===== config.mk =====
export PLATFORM = sky130hd
export DESIGN_NAME = issue_stage_flat
export DESIGN_NICKNAME = d
export VERILOG_FILES = /design/src/rtl/issue_stage_if.sv /design/src/rtl/issue_stage.sv /design/src/flat_wrapper.sv
export SDC_FILE = /design/constraint.sdc
export NUM_CORES = 1
export LEC_CHECK = 0
export CAP_MARGIN = 20
export CORE_ASPECT_RATIO = 1.1
export CORE_MARGIN = 1
export CORE_UTILIZATION = 30
export CTS_CLUSTER_DIAMETER = 120
export CTS_CLUSTER_SIZE = 25
export DETAILED_ROUTE_END_ITERATION = 12
export PLACE_DENSITY = 0.55
export SLEW_MARGIN = 10
export SYNTH_ARGS = -nofsm -noshare
export SYNTH_HDL_FRONTEND = slang
export SYNTH_SLANG_ARGS = --single-unit

===== constraint.sdc =====
create_clock -name clk -period 7.42 [get_ports clk]
set_clock_uncertainty 0.1 [all_clocks]
set_input_delay 1.484 -clock clk [delete_from_list [all_inputs] [get_ports clk]]
set_output_delay 1.484 -clock clk [all_outputs]
set_load 0.02 [all_outputs]

===== src/rtl/issue_stage_if.sv =====
// ----------------------------------------------------------------------------
// issue_stage_if
//
// Bus interfaces around the issue stage.
//
// decode_issue_if : decode -> issue stage instruction handshake.
//   in_valid        decode presents an instruction
//   in_ready        issue FIFO can accept
//   in_func_select  target functional unit
//   in_dest_reg     destination register
//   in_rob_entry    ROB tag
//   in_payload      opaque operand/immediate/op-field bundle
//   modport master  = decode side, modport slave = issue stage side
//
// issue_exec_if : issue stage -> execute stage issue bundle.
//   alu_free        per-unit free flags from execute
//   func_select     issued unit, or the dummy NOP unit
//   latency_counter latency of the issued unit
//   rob_entry       ROB tag of the issued instruction
//   dest_reg        destination register of the issued instruction
//   payload         opaque payload of the issued instruction
//   ins_nop         high when nothing issues this cycle
//   modport master  = issue stage side, modport slave = execute side
// ----------------------------------------------------------------------------
interface decode_issue_if #(
    parameter int ROB_SIZE      = 4,
    parameter int DEST_REG_SIZE = 3,
    parameter int PAYLOAD_WIDTH = 160
);
    logic                     in_valid;
    logic                     in_ready;
    logic [2:0]               in_func_select;
    logic [DEST_REG_SIZE-1:0] in_dest_reg;
    logic [ROB_SIZE-1:0]      in_rob_entry;
    logic [PAYLOAD_WIDTH-1:0] in_payload;

    modport master (
        output in_valid, in_func_select, in_dest_reg, in_rob_entry, in_payload,
        input  in_ready
    );

    modport slave (
        input  in_valid, in_func_select, in_dest_reg, in_rob_entry, in_payload,
        output in_ready
    );
endinterface

interface issue_exec_if #(
    parameter int NUM_ALU       = 5,
    parameter int ROB_SIZE      = 4,
    parameter int DEST_REG_SIZE = 3,
    parameter int PAYLOAD_WIDTH = 160
);
    logic [NUM_ALU-1:0]       alu_free;
    logic [2:0]               func_select;
    logic [4:0]               latency_counter;
    logic [ROB_SIZE-1:0]      rob_entry;
    logic [DEST_REG_SIZE-1:0] dest_reg;
    logic [PAYLOAD_WIDTH-1:0] payload;
    logic                     ins_nop;

    modport master (
        input  alu_free,
        output func_select, latency_counter, rob_entry, dest_reg, payload, ins_nop
    );

    modport slave (
        output alu_free,
        input  func_select, latency_counter, rob_entry, dest_reg, payload, ins_nop
    );
endinterface


===== src/rtl/issue_stage.sv =====
// ----------------------------------------------------------------------------
// issue_stage
//
// In-order issue buffer between decode and execute. Decoded instructions are
// queued in a small circular FIFO; the head is released to its functional
// unit only when that unit is free and not blocked, producing one registered
// issue bundle per cycle (or a NOP bundle when nothing issues). Heads that
// name a non-existent unit are dropped and counted.
//
// Ports:
//   clk            clock
//   reset          synchronous, active-high reset
//   i_flush        discard all queued and in-flight issue state
//   dec            decode_issue_if.slave  (instruction handshake in)
//   exe            issue_exec_if.master   (issue bundle out, alu_free in)
//   o_occupancy    current FIFO count
//   o_bad_fu_count saturating count of dropped illegal entries
// ----------------------------------------------------------------------------
module issue_stage #(
    parameter int         DEPTH         = 4,
    parameter int         NUM_ALU       = 5,
    parameter logic [2:0] DUMMY_ALU     = 3'b101,
    parameter int         ROB_SIZE      = 4,
    parameter int         DEST_REG_SIZE = 3,
    parameter int         PAYLOAD_WIDTH = 160,
    parameter int         LAT0          = 1,
    parameter int         LAT1          = 4,
    parameter int         LAT2          = 3,
    parameter int         LAT3          = 1,
    parameter int         LAT4          = 1
) (
    input  logic                     clk,
    input  logic                     reset,
    input  logic                     i_flush,
    decode_issue_if.slave            dec,
    issue_exec_if.master             exe,
    output logic [$clog2(DEPTH):0]   o_occupancy,
    output logic [7:0]               o_bad_fu_count
);
    localparam int PTR_W = $clog2(DEPTH);
    localparam logic [PTR_W:0] FULL_COUNT = (PTR_W + 1)'(DEPTH);
    // Multi-cycle units whose alu_free lags one cycle behind an issue.
    localparam logic [NUM_ALU-1:0] BLOCKING_UNITS = NUM_ALU'(5'b10110);

    logic [2:0]               r_fifo_func [DEPTH];
    logic [DEST_REG_SIZE-1:0] r_fifo_dest [DEPTH];
    logic [ROB_SIZE-1:0]      r_fifo_rob  [DEPTH];
    logic [PAYLOAD_WIDTH-1:0] r_fifo_pay  [DEPTH];

    logic [PTR_W-1:0]         r_wr_ptr;
    logic [PTR_W-1:0]         r_rd_ptr;
    logic [PTR_W:0]           r_count;
    logic [NUM_ALU-1:0]       r_block;
    logic [7:0]               r_bad_fu_count;

    logic [2:0]               r_func_select;
    logic [4:0]               r_latency;
    logic [ROB_SIZE-1:0]      r_rob_entry;
    logic [DEST_REG_SIZE-1:0] r_dest_reg;
    logic [PAYLOAD_WIDTH-1:0] r_payload;
    logic                     r_ins_nop;

    logic                     w_in_ready;
    logic                     w_push;
    logic                     w_not_empty;
    logic [2:0]               w_head_func;
    logic                     w_fu_legal;
    logic                     w_unit_free;
    logic                     w_issue;
    logic                     w_drop;
    logic                     w_pop;
    logic [4:0]               w_latency;
    logic [NUM_ALU-1:0]       w_block_next;

    // in_ready never looks at alu_free, so a full FIFO refuses pushes even
    // in a cycle that also pops.
    assign w_in_ready  = (r_count < FULL_COUNT) && !reset;
    assign w_push      = dec.in_valid && w_in_ready && !i_flush;
    assign w_not_empty = (r_count != '0);
    assign w_head_func = r_fifo_func[r_rd_ptr];
    assign w_fu_legal  = (w_head_func < 3'(NUM_ALU));
    assign w_issue     = w_not_empty && w_fu_legal && w_unit_free;
    assign w_drop      = w_not_empty && !w_fu_legal;
    assign w_pop       = w_issue || w_drop;

    always_comb begin
        w_unit_free  = 1'b0;
        w_block_next = '0;
        w_latency    = 5'd0;
        if (w_fu_legal) begin
            w_unit_free = exe.alu_free[w_head_func] && !r_block[w_head_func];
        end
        if (w_issue) begin
            w_block_next[w_head_func] = BLOCKING_UNITS[w_head_func];
        end
        case (w_head_func)
            3'd0:    w_latency = 5'(LAT0);
            3'd1:    w_latency = 5'(LAT1);
            3'd2:    w_latency = 5'(LAT2);
            3'd3:    w_latency = 5'(LAT3);
            3'd4:    w_latency = 5'(LAT4);
            default: w_latency = 5'd0;
        endcase
    end

    // Storage needs no reset: an entry is only read once count covers it.
    always_ff @(posedge clk) begin
        if (w_push) begin
            r_fifo_func[r_wr_ptr] <= dec.in_func_select;
            r_fifo_dest[r_wr_ptr] <= dec.in_dest_reg;
            r_fifo_rob[r_wr_ptr]  <= dec.in_rob_entry;
            r_fifo_pay[r_wr_ptr]  <= dec.in_payload;
        end
    end

    always_ff @(posedge clk) begin
        if (reset) begin
            r_wr_ptr       <= '0;
            r_rd_ptr       <= '0;
            r_count        <= '0;
            r_block        <= '0;
            r_bad_fu_count <= 8'd0;
            r_func_select  <= DUMMY_ALU;
            r_latency      <= 5'd0;
            r_rob_entry    <= '0;
            r_dest_reg     <= '0;
            r_payload      <= '0;
            r_ins_nop      <= 1'b1;
        end else if (i_flush) begin
            // bad_fu_count deliberately survives a flush.
            r_wr_ptr      <= '0;
            r_rd_ptr      <= '0;
            r_count       <= '0;
            r_block       <= '0;
            r_func_select <= DUMMY_ALU;
            r_latency     <= 5'd0;
            r_rob_entry   <= '0;
            r_dest_reg    <= '0;
            r_payload     <= '0;
            r_ins_nop     <= 1'b1;
        end else begin
            if (w_push) begin
                r_wr_ptr <= r_wr_ptr + 1'b1;
            end
            if (w_pop) begin
                r_rd_ptr <= r_rd_ptr + 1'b1;
            end
            case ({w_push, w_pop})
                2'b10:   r_count <= r_count + 1'b1;
                2'b01:   r_count <= r_count - 1'b1;
                default: r_count <= r_count;
            endcase
            r_block <= w_block_next;
            if (w_drop && (r_bad_fu_count != 8'hFF)) begin
                r_bad_fu_count <= r_bad_fu_count + 8'd1;
            end
            if (w_issue) begin
                r_func_select <= w_head_func;
                r_latency     <= w_latency;
                r_rob_entry   <= r_fifo_rob[r_rd_ptr];
                r_dest_reg    <= r_fifo_dest[r_rd_ptr];
                r_payload     <= r_fifo_pay[r_rd_ptr];
                r_ins_nop     <= 1'b0;
            end else begin
                r_func_select <= DUMMY_ALU;
                r_latency     <= 5'd0;
                r_rob_entry   <= '0;
                r_dest_reg    <= '0;
                r_payload     <= '0;
                r_ins_nop     <= 1'b1;
            end
        end
    end

    assign dec.in_ready        = w_in_ready;
    assign exe.func_select     = r_func_select;
    assign exe.latency_counter = r_latency;
    assign exe.rob_entry       = r_rob_entry;
    assign exe.dest_reg        = r_dest_reg;
    assign exe.payload         = r_payload;
    assign exe.ins_nop         = r_ins_nop;
    assign o_occupancy         = r_count;
    assign o_bad_fu_count      = r_bad_fu_count;
endmodule


===== src/flat_wrapper.sv =====
// flat-port wrapper written by rule: the top's interface ports become plain ports
module issue_stage_flat 
#(
    parameter int         DEPTH         = 4,
    parameter int         NUM_ALU       = 5,
    parameter logic [2:0] DUMMY_ALU     = 3'b101,
    parameter int         ROB_SIZE      = 4,
    parameter int         DEST_REG_SIZE = 3,
    parameter int         PAYLOAD_WIDTH = 160,
    parameter int         LAT0          = 1,
    parameter int         LAT1          = 4,
    parameter int         LAT2          = 3,
    parameter int         LAT3          = 1,
    parameter int         LAT4          = 1
)
  (clk, reset, i_flush, o_occupancy, o_bad_fu_count, dec_in_valid, dec_in_func_select, dec_in_dest_reg, dec_in_rob_entry, dec_in_payload, dec_in_ready, exe_alu_free, exe_func_select, exe_latency_counter, exe_rob_entry, exe_dest_reg, exe_payload, exe_ins_nop);
  decode_issue_if #(.ROB_SIZE(ROB_SIZE), .DEST_REG_SIZE(DEST_REG_SIZE), .PAYLOAD_WIDTH(PAYLOAD_WIDTH)) dec_i ();
  issue_exec_if #(.NUM_ALU(NUM_ALU), .ROB_SIZE(ROB_SIZE), .DEST_REG_SIZE(DEST_REG_SIZE), .PAYLOAD_WIDTH(PAYLOAD_WIDTH)) exe_i ();
  input  logic clk;
  input  logic reset;
  input  logic i_flush;
  output logic [$clog2(DEPTH):0] o_occupancy;
  output logic [7:0] o_bad_fu_count;
  input wire logic [$bits(dec_i.in_valid)-1:0] dec_in_valid;
  input wire logic [$bits(dec_i.in_func_select)-1:0] dec_in_func_select;
  input wire logic [$bits(dec_i.in_dest_reg)-1:0] dec_in_dest_reg;
  input wire logic [$bits(dec_i.in_rob_entry)-1:0] dec_in_rob_entry;
  input wire logic [$bits(dec_i.in_payload)-1:0] dec_in_payload;
  output wire logic [$bits(dec_i.in_ready)-1:0] dec_in_ready;
  input wire logic [$bits(exe_i.alu_free)-1:0] exe_alu_free;
  output wire logic [$bits(exe_i.func_select)-1:0] exe_func_select;
  output wire logic [$bits(exe_i.latency_counter)-1:0] exe_latency_counter;
  output wire logic [$bits(exe_i.rob_entry)-1:0] exe_rob_entry;
  output wire logic [$bits(exe_i.dest_reg)-1:0] exe_dest_reg;
  output wire logic [$bits(exe_i.payload)-1:0] exe_payload;
  output wire logic [$bits(exe_i.ins_nop)-1:0] exe_ins_nop;
  assign dec_i.in_valid = dec_in_valid;
  assign dec_i.in_func_select = dec_in_func_select;
  assign dec_i.in_dest_reg = dec_in_dest_reg;
  assign dec_i.in_rob_entry = dec_in_rob_entry;
  assign dec_i.in_payload = dec_in_payload;
  assign dec_in_ready = dec_i.in_ready;
  assign exe_i.alu_free = exe_alu_free;
  assign exe_func_select = exe_i.func_select;
  assign exe_latency_counter = exe_i.latency_counter;
  assign exe_rob_entry = exe_i.rob_entry;
  assign exe_dest_reg = exe_i.dest_reg;
  assign exe_payload = exe_i.payload;
  assign exe_ins_nop = exe_i.ins_nop;
  issue_stage #(.DEPTH(DEPTH), .NUM_ALU(NUM_ALU), .DUMMY_ALU(DUMMY_ALU), .ROB_SIZE(ROB_SIZE), .DEST_REG_SIZE(DEST_REG_SIZE), .PAYLOAD_WIDTH(PAYLOAD_WIDTH), .LAT0(LAT0), .LAT1(LAT1), .LAT2(LAT2), .LAT3(LAT3), .LAT4(LAT4)) u_core (.clk(clk), .reset(reset), .i_flush(i_flush), .dec(dec_i), .exe(exe_i), .o_occupancy(o_occupancy), .o_bad_fu_count(o_bad_fu_count));
endmodule

---- After elaboration in Yosys (flattened, before gate mapping) ----
Memory sizes are Yosys's and may differ from the RTL's. A register that Yosys moved wholly into a read port is not among the register bits.
Cells that the tools add are included.
operators by class
  add/subtract/negate cells ............... 5
  order comparisons ....................... 4
  eq/ne operators ......................... 7
  multiplexer cells ....................... 15
  bitwise gates (word level) .............. 3
  reduce and logical (&&, ||, !) cells .... 21
operator list
  kind                   count
  $logic_and A1 B1 Y1    9
  $pmux W3 S3            1
  $add A8 B1 Y8 const B  1
  $mux W1                8
  $ne A8 B8 Y1 const B   1
  $bmux W1 S3            2
  $eq A3 B2 Y1 const B   2
  $lt A3 B3 Y1 const B   2
  $pmux W3 S2            1
  $reduce_or A3 Y1       2
  $and A5 B5 Y5          1
  $add A2 B1 Y2 const B  2
  $logic_not A1 Y1       4
  $lt A3 B4 Y1 const B   1
  $mux W2                2
  $add A3 B1 Y3 const B  1
  $demux W1 S3           1
  $eq A3 B1 Y1 const B   1
  $eq A3 B3 Y1 const B   1
  $ge A3 B1 Y1 const B   1
  $logic_not A3 Y1       1
  $reduce_bool A3 Y1     1
  $sub A3 B1 Y3 const B  1
  $eq A2 B1 Y1 const B   1
  6 further kinds        7
word-level totals
  register bits after elaboration ......... 29
  memory bits (writable) .................. 680
  ROM bits ................................ 8
  bits of input ports ..................... 179
  output and inout port bits .............. 188
  logic and storage cells ................. 68
  memories kept ........................... 5
memories
  name                depth  bits a word  rd ports  clocked after memory_dff  write ports  line               source
  u_core.r_fifo_pay   4      160          1         1                         1            issue_stage.sv:48  logic [PAYLOAD_WIDTH-1:0] r_fifo_pay [DEPTH];
  u_core.r_fifo_rob   4      4            1         1                         1            issue_stage.sv:47  logic [ROB_SIZE-1:0] r_fifo_rob [DEPTH];
  u_core.r_fifo_dest  4      3            1         1                         1            issue_stage.sv:46  logic [DEST_REG_SIZE-1:0] r_fifo_dest [DEPTH];
  u_core.r_fifo_func  4      3            1         1                         1            issue_stage.sv:45  logic [2:0] r_fifo_func [DEPTH];
  (no name shown)     8      1            1         0                         0            issue_stage.sv:94  w_block_next[w_head_func] = BLOCKING_UNITS[w_head_func];

---- Logic depth before layout (Yosys ltp) ----
  depth after elaboration ................. 9
  mapped depth ............................ 16
  depth with buffers taken out ............ 14

---- Worst setup path before layout ----
No wires, ideal clock.
  kind .................................... input port to flip-flop
  from .................................... input port reset
  to ...................................... memory u_core.r_fifo_dest[0][0] (enable)
  library setup time ...................... 0.551 ns
  arrival ................................. 5.798 ns
  data required time ...................... 6.769 ns
  path slack .............................. 0.970 ns
  cell stages on the path ................. 3
  buffers on the path ..................... 1
  path through ............................ clkbuf_1 nor2_1 and3_1
on the way
  longest elaborated chain between the ends .. 6
ends and longest elaborated chain
  what                               line                source
  start, declared                    flat_wrapper.sv:20  input logic reset;
  $logic_not A1 Y1                   issue_stage.sv:77   assign w_in_ready = (r_count < FULL_COUNT) && !reset;
  $logic_and A1 B1 Y1                issue_stage.sv:77
  $logic_and A1 B1 Y1 (2 in series)  issue_stage.sv:78   assign w_push = dec.in_valid && w_in_ready && !i_flush;
  $mux W1                            issue_stage.sv:108  if (w_push) begin
  $mux W1 (not written as such)      issue_stage.sv:110  r_fifo_dest[r_wr_ptr] <= dec.in_dest_reg;
  end, declared                      issue_stage.sv:46
No other way between the ends.

---- Worst setup path in the final report ----
  from .................................... input port reset
  to ...................................... output port dec_in_ready
on the way
  longest elaborated chain between the ends .. 2
ends and longest elaborated chain
  what                 line                source
  $logic_not A1 Y1     issue_stage.sv:77
  $logic_and A1 B1 Y1  issue_stage.sv:77
  end, declared        flat_wrapper.sv:29  output wire logic [$bits(dec_i.in_ready)-1:0] dec_in_ready;
No other way between the ends.

==> impl_metrics.csv <==
group,metric,value,unit
clock_network,cts_resized,0,
placed_design,place_inst,3007,
timing,min_period,4430,ps
timing,finalSetupTns,0,ps
timing,rsz0062_at_grt,"no",
cells_and_area,multi_input_area,0.00563,mm^2
worst_setup_path,critPathMaxStageDelay,620,ps
timing,whs,429,ps
outcome,status,"finished clean",
placed_design,hpwl,38000,um
clock_network,htreeDepth,2,
cells_and_area,largest_register_ffs,640,
timing,tightest_slew,1090,ps
synth,yosysSeqAreaShare,0.804,
floorplanning,rows,121,
clock_network,path_clk_slew,100,ps
floorplanning,die-area,0.102,mm^2
flow_run,maxCapViolCount,0,
detailed_routing,first_pass_iters,5,
worst_setup_path,cp_max_fo,11,
worst_setup_path,slowest_stage,"clkdlybuf4s50_1",
worst_setup_path,reg2reg_to,"u_core.o_occupancy[2]",
cells_and_area,mostFrequentLayoutCells,"edfxtp_1, clkdlybuf4s50_1, dfxtp_1, nor2b_1, mux4_2",
global_route,grt_start_max_net_pins,175,
timing,hold_viol,0,
clock_network,cts_root_buffer,"clkbuf_16",
synth,synth_top_cell_area_share,0.675,
synth,ys_async_sr_fraction,0,
worst_setup_path,end_kind,"output port",
worst_hold_path,hold_path.class,"reg -> reg",
cells_and_area,nNetsFinal,1947,
floorplanning,start_util,0.304,
detailed_routing,vias_per_cell,4.46,
placed_design,gp_congestion,0.732,
floorplanning,core_area,0.0995,mm^2
placed_design,numPortBuffers,364,
cells_and_area,ff_latch_area,0.0244,mm^2
cells_and_area,final_layout_size_suffix_gt1_frac,0.138,
clock_network,clk_latency,610,ps
synth,synth_cell_type_count,41,
synth,synthCells,1399,
synth,synth_edf_count,680,
synth,synthFlopType,"edfxtp_1",
clock_network,cts_tree,"yes",
cells_and_area,nFillCells,9046,
worst_setup_path,crit_chain,"clkdlybuf4s50_1 > nor2_1 > clkdlybuf4s50_1",
cells_and_area,area_growth_syn_to_layout,21.4,%
placed_design,place_area,0.0355,mm^2
global_route,grt_usage,0.127,
global_route,grt_pass1_vias,15000,
global_route,antenna_found_initial,11,
timing,setup_violations,0,
worst_setup_path,crit_required,5840,ps
worst_setup_path,cpMostUsedCell,"clkdlybuf4s50_1",
synth,syn-mean-instance-area,21.6,um^2
worst_setup_path,r2r_cells,14,
cells_and_area,finalInstanceArea,0.0367,mm^2
cells_and_area,final_common_cell,"edfxtp_1",
clock_network,cts_buffer_depth,3,
worst_setup_path,worstSetupPathType,"in -> out",
detailed_routing,drt-initial-drc-count,665,
floorplanning,die_h,335,um
worst_setup_path,crit_path_end,"dec_in_ready",
detailed_routing,dr_total_vias,13800,
detailed_routing,drt_wl_total,65200,um
timing,max_slew_margin,0.274,
synth,yosysWarnings,0,
detailed_routing,drc,0,
clock_network,cts_sinks,876,
cells_and_area,regMostFlops,"u_core.r_fifo_pay",
clock_network,holdBufCountCts,0,
power_and_ir_drop,powerDensity,223,mW/mm^2
synth,synth_area_leader_cell,"edfxtp_1",
detailed_routing,drtAntennaViolNets,0,
global_route,grt_overflow_total,0,
worst_setup_path,startpoint,"reset",
detailed_routing,post_drt_wl_per_cell,21.2,um
global_route,grt_pass1_wl,97000,um
timing,drv_slew,0,
clock_network,postCtsSetupBuffers,0,
synth,ys_seq_elements,876,
power_and_ir_drop,p_leak,11.2,nW
timing,fmax,226,MHz
clock_network,cts_inserted_buffers,41,
synth,netlist_area,0.0303,mm^2
cells_and_area,instances_no_fill,3083,
worst_setup_path,rrSetupSlack,3870,ps
worst_setup_path,worstSetupStartpointType,"input port",
floorplanning,die_w,305,um
power_and_ir_drop,peakVddDrop,0.183,mV
timing,fin_crit_sh,0.597,
floorplanning,ios,367,
synth,netlist_top_cells_area,"edfxtp_1, dfxtp_1, mux4_2, nor2b_1, clkbuf_1",
worst_setup_path,crit_arrival,2840,ps
-- where the power goes --
group | internal (mW) | switching [mW] | total [mW]
Clock | 1.14 | 1.48 | 2.62
Combinational | 0.129 | 0.0995 | 0.229
Sequential | 5.32 | 0.00947 | 5.33
Total | 6.58 | 1.59 | 8.18
-- routing by layer --
layer / track usage / wire length [um] / up-vias
met1: 0.153 / 26700 / 7196
met3: 0.0336 / 3890 / 73
li1: - / - / 6155
met4: 0.0291 / 1170 / 10
met2: 0.225 / 33400 / 324
met5: 0 / 62 / -
-- kinds of logic after synthesis --
family,synth area share
flip-flops,0.804
AND/OR/NAND/NOR,0.0469
multiplexers,0.127
buffers and inverters,0.0109
AO/OA/AOI/OAI,0.00484
adder cells (fa/ha/maj),0.00397
XOR/XNOR,0.00232
other,0.000124
-- worst max-delay path: cells and delay by family --
family / cells / cell delay (ps)
simple gates: 1 / 160
buf+inv: 2 / 1200
-- cell type report --
type	instances	share of cell area
antenna	2	0.000136
multi-input combinational	450	0.153
tap	1291	0.0440
clock buffer	70	0.0321
sequential	876	0.663
clock inverter	4	0.00164
timing repair buffer	380	0.105
inverter	10	0.00116
-- cell usage after synthesis, types with 2 or more instances --
cell	count
a211oi_1	3
a21oi_1	8
and2_1	3
and3_1	7
buf_2	16
buf_4	5
clkbuf_1	42
dfxtp_1	196
edfxtp_1	680
ha_1	8
inv_1	8
mux2i_1	4
mux4_2	168
nand2_1	6
nand4_1	2
nor2_1	24
nor2b_1	174
nor3_1	3
o21ai_0	8
o21ai_1	2
or3_1	6
xnor2_1	2
xor2_1	6
-- stage by stage --
step	setup slack [ps]	power, mW	util
floorplan	970	5.52	-
global placement	2830	5.66	0.357
detailed placement	2820	5.67	0.357
CTS	2990	8.31	0.369
global route	2950	8.48	0.369
finish	2990	8.18	0.369
-- worst min-delay path by stage --
| stage | start | to | slack (ps) | cells after the start |
|---|---|---|---|---|
| finish | u_core.o_bad_fu_count[7] | u_core.o_bad_fu_count[7] | 430 | 2 |
| CTS | u_core.o_bad_fu_count[7] | u_core.o_bad_fu_count[7] | 430 | 2 |
| global route | u_core.o_bad_fu_count[7] | u_core.o_bad_fu_count[7] | 440 | 2 |
| detailed placement | u_core.o_bad_fu_count[7] | u_core.o_bad_fu_count[7] | 410 | 2 |
| floorplan | u_core.r_wr_ptr[0] | u_core.r_wr_ptr[0] | 440 | 2 |
| global placement | u_core.o_bad_fu_count[7] | u_core.o_bad_fu_count[7] | 390 | 2 |
No activity file was read; power rests on OpenSTA's default activity.
